==> src/rtl/instr_fetch_buffer_if.sv <==
// Fetch-side bus bundle: PC in, stall out, instruction-memory request/response, decode handoff.
// slave = the fetch buffer, master = the surrounding PC / memory / decode environment.
interface instr_fetch_buffer_if;
  logic [31:0] iPC;
  logic        iFlush;
  logic        oStall;
  logic        oMemReq;
  logic [31:0] oMemAddr;
  logic        iMemGnt;
  logic        iMemRValid;
  logic [31:0] iMemRData;
  logic        oInstValid;
  logic [31:0] oInst;
  logic [31:0] oInstPC;
  logic        iInstReady;

  modport slave (
    input  iPC, iFlush, iMemGnt, iMemRValid, iMemRData, iInstReady,
    output oStall, oMemReq, oMemAddr, oInstValid, oInst, oInstPC
  );

  modport master (
    output iPC, iFlush, iMemGnt, iMemRValid, iMemRData, iInstReady,
    input  oStall, oMemReq, oMemAddr, oInstValid, oInst, oInstPC
  );
endinterface

==> src/rtl/instr_fetch_buffer.sv <==
// Credit-limited instruction fetch buffer: issues PC fetches, pairs in-order responses with
// their PCs, drops stale responses after a flush. Define FETCH_BYPASS_EN for same-cycle bypass.
module instr_fetch_buffer #(
  parameter int DEPTH           = 4,
  parameter int MAX_OUTSTANDING = 2
) (
  input  logic               iClk,
  input  logic               iRst,
  instr_fetch_buffer_if.slave bus
);

  localparam int PW = $clog2(DEPTH);
  localparam int CW = PW + 1;
  localparam int AW = (MAX_OUTSTANDING > 1) ? $clog2(MAX_OUTSTANDING) : 1;
  localparam int OW = $clog2(MAX_OUTSTANDING + 1);
  localparam int SW = ((CW > OW) ? CW : OW) + 1;

  typedef struct packed {
    logic [31:0] pc;
    logic [31:0] inst;
  } entry_t;

  entry_t        fifo_q [DEPTH];
  logic [31:0]   aq_q   [MAX_OUTSTANDING];

  logic [PW-1:0] wr_ptr_q, wr_ptr_d, rd_ptr_q, rd_ptr_d;
  logic [CW-1:0] count_q, count_d;
  logic [AW-1:0] aq_wr_q, aq_wr_d, aq_rd_q, aq_rd_d;
  logic [OW-1:0] outstanding_q, outstanding_d;
  logic [OW-1:0] drop_q, drop_d;

  logic credit_ok, mem_req, accept, rsp_valid, rsp_keep, fifo_empty, bypass, push, pop;

  function automatic logic [AW-1:0] aq_inc(input logic [AW-1:0] p);
    return (p == AW'(MAX_OUTSTANDING - 1)) ? '0 : p + AW'(1);
  endfunction

  // NOTE: every signal gets a default at the top of always_comb so no path can infer a latch.
  always_comb begin
    credit_ok  = (outstanding_q < OW'(MAX_OUTSTANDING)) &&
                 ((SW'(outstanding_q) + SW'(count_q)) < SW'(DEPTH));
    mem_req    = credit_ok && !bus.iFlush && !iRst;
    accept     = mem_req && bus.iMemGnt;
    rsp_valid  = bus.iMemRValid && (outstanding_q != '0);
    rsp_keep   = rsp_valid && (drop_q == '0) && !bus.iFlush;
    fifo_empty = (count_q == '0);
`ifdef FETCH_BYPASS_EN
    bypass     = fifo_empty && rsp_keep && bus.iInstReady && !iRst;
`else
    bypass     = 1'b0;
`endif
    push       = rsp_keep && !bypass;
    pop        = !fifo_empty && bus.iInstReady;

    bus.oMemReq    = mem_req;
    bus.oMemAddr   = bus.iPC;
    bus.oStall     = iRst || !(accept || bus.iFlush);
    bus.oInstValid = !iRst && (!fifo_empty || bypass);
    bus.oInst      = '0;
    bus.oInstPC    = '0;
    if (!fifo_empty) begin
      bus.oInst   = fifo_q[rd_ptr_q].inst;
      bus.oInstPC = fifo_q[rd_ptr_q].pc;
    end else if (bypass) begin
      bus.oInst   = bus.iMemRData;
      bus.oInstPC = aq_q[aq_rd_q];
    end
  end

  always_comb begin
    outstanding_d = outstanding_q;
    if (accept && !rsp_valid)      outstanding_d = outstanding_q + OW'(1);
    else if (!accept && rsp_valid) outstanding_d = outstanding_q - OW'(1);

    aq_wr_d = accept    ? aq_inc(aq_wr_q) : aq_wr_q;
    aq_rd_d = rsp_valid ? aq_inc(aq_rd_q) : aq_rd_q;

    // On a redirect every request still in flight, minus one answered now, belongs to the old path.
    drop_d = drop_q;
    if (bus.iFlush)                      drop_d = outstanding_q - OW'(rsp_valid);
    else if (rsp_valid && drop_q != '0)  drop_d = drop_q - OW'(1);

    wr_ptr_d = wr_ptr_q;
    rd_ptr_d = rd_ptr_q;
    count_d  = count_q;
    if (bus.iFlush) begin
      rd_ptr_d = wr_ptr_q;
      count_d  = '0;
    end else begin
      if (push) wr_ptr_d = wr_ptr_q + PW'(1);
      if (pop)  rd_ptr_d = rd_ptr_q + PW'(1);
      count_d = count_q + CW'(push) - CW'(pop);
    end
  end

  // NOTE: sequential state uses non-blocking assignments so all registers update from pre-edge values.
  always_ff @(posedge iClk) begin
    if (iRst) begin
      wr_ptr_q      <= '0;
      rd_ptr_q      <= '0;
      count_q       <= '0;
      aq_wr_q       <= '0;
      aq_rd_q       <= '0;
      outstanding_q <= '0;
      drop_q        <= '0;
    end else begin
      wr_ptr_q      <= wr_ptr_d;
      rd_ptr_q      <= rd_ptr_d;
      count_q       <= count_d;
      aq_wr_q       <= aq_wr_d;
      aq_rd_q       <= aq_rd_d;
      outstanding_q <= outstanding_d;
      drop_q        <= drop_d;
    end
  end

  // NOTE: storage arrays are not reset; the pointers and counters alone define which entries are valid.
  always_ff @(posedge iClk) begin
    if (push)   fifo_q[wr_ptr_q] <= '{pc: aq_q[aq_rd_q], inst: bus.iMemRData};
    if (accept) aq_q[aq_wr_q]    <= bus.iPC;
  end

endmodule

==> src/flat_wrapper.sv <==
// flat-port wrapper written by rule: the top's interface ports become plain ports
module instr_fetch_buffer_flat 
#(
  parameter int DEPTH           = 4,
  parameter int MAX_OUTSTANDING = 2
)
  (iClk, iRst, bus_iPC, bus_iFlush, bus_iMemGnt, bus_iMemRValid, bus_iMemRData, bus_iInstReady, bus_oStall, bus_oMemReq, bus_oMemAddr, bus_oInstValid, bus_oInst, bus_oInstPC);
  instr_fetch_buffer_if bus_i ();
  input  logic iClk;
  input  logic iRst;
  input wire logic [$bits(bus_i.iPC)-1:0] bus_iPC;
  input wire logic [$bits(bus_i.iFlush)-1:0] bus_iFlush;
  input wire logic [$bits(bus_i.iMemGnt)-1:0] bus_iMemGnt;
  input wire logic [$bits(bus_i.iMemRValid)-1:0] bus_iMemRValid;
  input wire logic [$bits(bus_i.iMemRData)-1:0] bus_iMemRData;
  input wire logic [$bits(bus_i.iInstReady)-1:0] bus_iInstReady;
  output wire logic [$bits(bus_i.oStall)-1:0] bus_oStall;
  output wire logic [$bits(bus_i.oMemReq)-1:0] bus_oMemReq;
  output wire logic [$bits(bus_i.oMemAddr)-1:0] bus_oMemAddr;
  output wire logic [$bits(bus_i.oInstValid)-1:0] bus_oInstValid;
  output wire logic [$bits(bus_i.oInst)-1:0] bus_oInst;
  output wire logic [$bits(bus_i.oInstPC)-1:0] bus_oInstPC;
  assign bus_i.iPC = bus_iPC;
  assign bus_i.iFlush = bus_iFlush;
  assign bus_i.iMemGnt = bus_iMemGnt;
  assign bus_i.iMemRValid = bus_iMemRValid;
  assign bus_i.iMemRData = bus_iMemRData;
  assign bus_i.iInstReady = bus_iInstReady;
  assign bus_oStall = bus_i.oStall;
  assign bus_oMemReq = bus_i.oMemReq;
  assign bus_oMemAddr = bus_i.oMemAddr;
  assign bus_oInstValid = bus_i.oInstValid;
  assign bus_oInst = bus_i.oInst;
  assign bus_oInstPC = bus_i.oInstPC;
  instr_fetch_buffer #(.DEPTH(DEPTH), .MAX_OUTSTANDING(MAX_OUTSTANDING)) u_core (.iClk(iClk), .iRst(iRst), .bus(bus_i));
endmodule
==> config.mk <==
export PLATFORM = sky130hd
export DESIGN_NAME = instr_fetch_buffer_flat
export DESIGN_NICKNAME = d
export VERILOG_FILES = /design/src/rtl/instr_fetch_buffer_if.sv /design/src/rtl/instr_fetch_buffer.sv /design/src/flat_wrapper.sv
export SDC_FILE = /design/constraint.sdc
export NUM_CORES = 1
export LEC_CHECK = 0
export ABC_AREA = 1
export CAP_MARGIN = 5
export CORE_MARGIN = 2
export CORE_UTILIZATION = 60
export DETAILED_ROUTE_END_ITERATION = 12
export GPL_TIMING_DRIVEN = 0
export PLACE_DENSITY = 0.86
export SETUP_SLACK_MARGIN = 0.4
export SYNTH_ARGS = -nofsm -noshare
export SYNTH_HDL_FRONTEND = slang
export SYNTH_SLANG_ARGS = --single-unit
==> constraint.sdc <==
create_clock -name iClk -period 11.7 [get_ports iClk]
set_input_delay 3.51 -clock iClk [delete_from_list [all_inputs] [get_ports iClk]]
set_output_delay 3.51 -clock iClk [all_outputs]
set_load 0.005 [all_outputs]
==> flow_summary_export.csv <==
group,metric,value,unit
status,outcome,"completed",
cells_and_area,nets,1316,
grt,gr-usage-met1,0.326,
detailed_routing,wirelength,29400,µm
yosys,synth_ff_type,"edfxtp_1",
timing,rsz0062_at_grt,"no",
critical_path,slowest_delay,0.53,ns
power_and_ir_drop,worst_ir_drop_vdd,0.000124,V
floorplanning,ios,169,
place,portBuffers,168,
grt,grt_pass1_wl,45600,µm
yosys,synth_area_leaders,"edfxtp_1 (72%), nor2_1 (7.6%), o21ai_0 (4.6%), a21oi_1 (2.7%), mux2_2 (2.5%)",
floorplanning,start_util,0.612,
yosys,netlist_area,13400,µm²
clock_tree,cts_buffer_depth,3,
cells_and_area,drive_above_1_share,0.123,
place,dpl.hpwl,18900,µm
place,place.gp.congestion,0.810,
cells_and_area,nFillCells,1298,
grt,grtUsageMet2,0.428,
detailed_routing,drt_first_pass_iters,5,
floorplanning,core-area,21900,µm²
power_and_ir_drop,finalPower,0.00266,W
detailed_routing,drtIter0Drc,903,
critical_path,arrival,5.39,ns
grt,grt_max_degree,31,
yosys,synth_edf_count,320,
detailed_routing,wl_per_cell,19.1,µm
yosys,ys_seq_area_frac,0.741,
timing,setup_tns,0,ns
critical_path,crit_buf_inv,3,
floorplanning,die_y,153,µm
power_and_ir_drop,p_per_area,159,nW/µm²
timing,tightest_slew,0.986,ns
cells_and_area,seq_area,9930,µm²
critical_path,crit_family,"buffers and inverters",
timing,skew,0.0179,ns
grt,use_met3,0.0326,
critical_path,path_common_cell,"nand2_1",
timing,post-route-period-util,0.761,
grt,busiest_layer,"met2",
floorplanning,die_area,23600,µm²
grt,grt_pass1_vias,8634,
floorplanning,num_rows,54,
power_and_ir_drop,leakagePower,5.77,nW
hold_path,hp-start,"u_core.aq_rd_q",
timing,fmax,112,MHz
timing,slew_viol_final,0,
clock_tree,clk_latency,0.55,ns
yosys,syn_avg_cell_area,13.1,µm²
yosys,synth_area_leader_cell,"edfxtp_1",
job,maxCapViolations,0,
timing,fin_ws,2.80,ns
yosys,ys_warn_count,0,
timing,hold_viol,0,
yosys,synth.most_common_cell,"edfxtp_1",
clock_tree,clkTransAtPathRegs,0.06,ns
timing,setup_violations,0,
clock_tree,htree_levels,1,
grt,overflow,0,
floorplanning,die_width,153,µm
yosys,syn_nets,1105,
critical_path,cp-end-kind,"output port",
clock_tree,hold_buffers,0,
detailed_routing,via_per_inst,5.65,
yosys,async_flop_share,0,
cells_and_area,antenna_cells,0,
critical_path,cp.required,8.19,ns
place,dpl_worst_slack,2.82,ns
clock_tree,post_cts_buffers,0,
clock_tree,root_buffer,"clkbuf_16",
yosys,ys_seq_elements,336,
critical_path,cp-startpoint,"iRst",
clock_tree,cts.repair.resized,0,
critical_path,cp_max_fo,9,
hold_path,hold_path_class,"flip-flop to flip-flop",
timing,maxSlewHeadroom,0.341,
yosys,yosys-top-cells-count,"edfxtp_1 (320), nor2_1 (273), o21ai_0 (124), a21oi_1 (73), buf_4 (36)",
clock_tree,clock-sinks,336,
critical_path,startpoint_type,"input pin",
detailed_routing,drc,0,
yosys,syn_inst,1024,
critical_path,crit_path_top_delay_cell,"clkdlybuf4s50_1",
critical_path,path_cells,"clkdlybuf4s50_1 > inv_1 > nand3_1 > nor2_2 > nand2_1 > nand2_1 > nand2_1 > clkdlybuf4s50_1",
critical_path,critPathKind,"input pin to output port",
critical_path,r2r-start,"u_core.drop_q[0]",
yosys,ys_types,25,
yosys,synth_top_area_frac,0.717,
timing,fin_crit,8.90,ns
detailed_routing,drtAntennaViolNets,0,
clock_tree,cts_tree,"yes",
cells_and_area,area_growth,24.4,%
grt,grtUsageTotal,0.247,
grt,antenna_found_initial,0,
clock_tree,cts_buffers,31,
detailed_routing,num_vias,8695,
cells_and_area,multi_input_area,2830,µm²
[worst reg2reg max path, delay by kind of cell (launching register included)]
kind	cells	cell delay (ns)
AND/OR/NAND/NOR	2	1.04
buffers and inverters	5	0.87
flip-flops	1	0.32
adder cells (fa/ha/maj)	1	0.21
[cells by family (layout without fill, tap and decap cells)]
group,after synthesis,in the layout,synth area share
muxes,32,32,0.0269
buffers and inverters,118,352,0.0514
xor gates and xnor gates,2,2,0.00131
and+or+nand+nor,320,320,0.0924
adders and majority gates,11,11,0.0108
DFF,336,336,0.741
AOI/OAI and AO/OA,205,205,0.0765
[final timing paths]
check	cells past startpoint	endpoint	slack [ns]
max	8	bus_oStall	2.80
min	1	flip-flop	0.46
max reg2reg	8	u_core.fifo_q[1][46]	8.93
min reg2reg	1	flip-flop	0.46
[state kept, by name, indices dropped and copies added (netlist names), named ones only]
signal	cells
u_core.aq_q	64
u_core.aq_rd_q	1
u_core.aq_wr_q	1
u_core.count_q	3
u_core.drop_q	2
u_core.fifo_q	256
u_core.outstanding_q	2
u_core.rd_ptr_q	2
u_core.wr_ptr_q	2
[where the power goes]
part           internal (W)  switching [W]  total [W]  leakage, nW
sequential          0.00136      0.0000109    0.00137         3.02
combinational      0.000142       0.000182   0.000324         2.28
clock              0.000552       0.000412   0.000963        0.471
[layout make-up]
class,instances,area share
flip-flops and latches,336,0.595
repair buffers,178,0.115
inverters,33,0.00743
plain buffers,85,0.0339
multi-input cells,570,0.169
clock inverters,16,0.00923
clock buffers,40,0.0485
well taps,280,0.0210
[through the flow]
stage | instances | cell area, µm² | hold WS [ns] | util
6_report | 1538 | 16700 | 0.459 | 0.762
5_1_grt | 1538 | 16700 | 0.486 | 0.762
4_1_cts | 1538 | 16700 | 0.457 | 0.762
3_5_place_dp | 1482 | 15700 | 0.443 | 0.718
3_3_place_gp | 1472 | 15400 | 0.438 | 0.705
2_1_floorplan | 1024 | 13400 | 0.426 | -
[per-layer routing]
| metal | vias up | wire [µm] |
|---|---|---|
| li1 | 4011 | - |
| met1 | 4148 | 11400 |
| met2 | 475 | 15100 |
| met3 | 61 | 2080 |
| met4 | 0 | 758 |
| met5 | - | 0 |
[cell usage in the layout, fill, tap and decap left out, types with 8 or more instances in the layout]
master,Yosys,routed
a21oi_1,73,73
buf_2,17,17
buf_4,36,36
buf_6,12,12
clkbuf_1,14,23
clkbuf_16,0,31
clkdlybuf4s50_1,0,168
dfxtp_1,16,16
edfxtp_1,320,320
ha_1,10,10
inv_1,31,31
mux2_2,30,30
nand2_1,32,32
nand3_1,9,9
nor2_1,273,268
o21ai_0,124,124
o21ai_1,8,8
(Power assumes the default switching activity.)
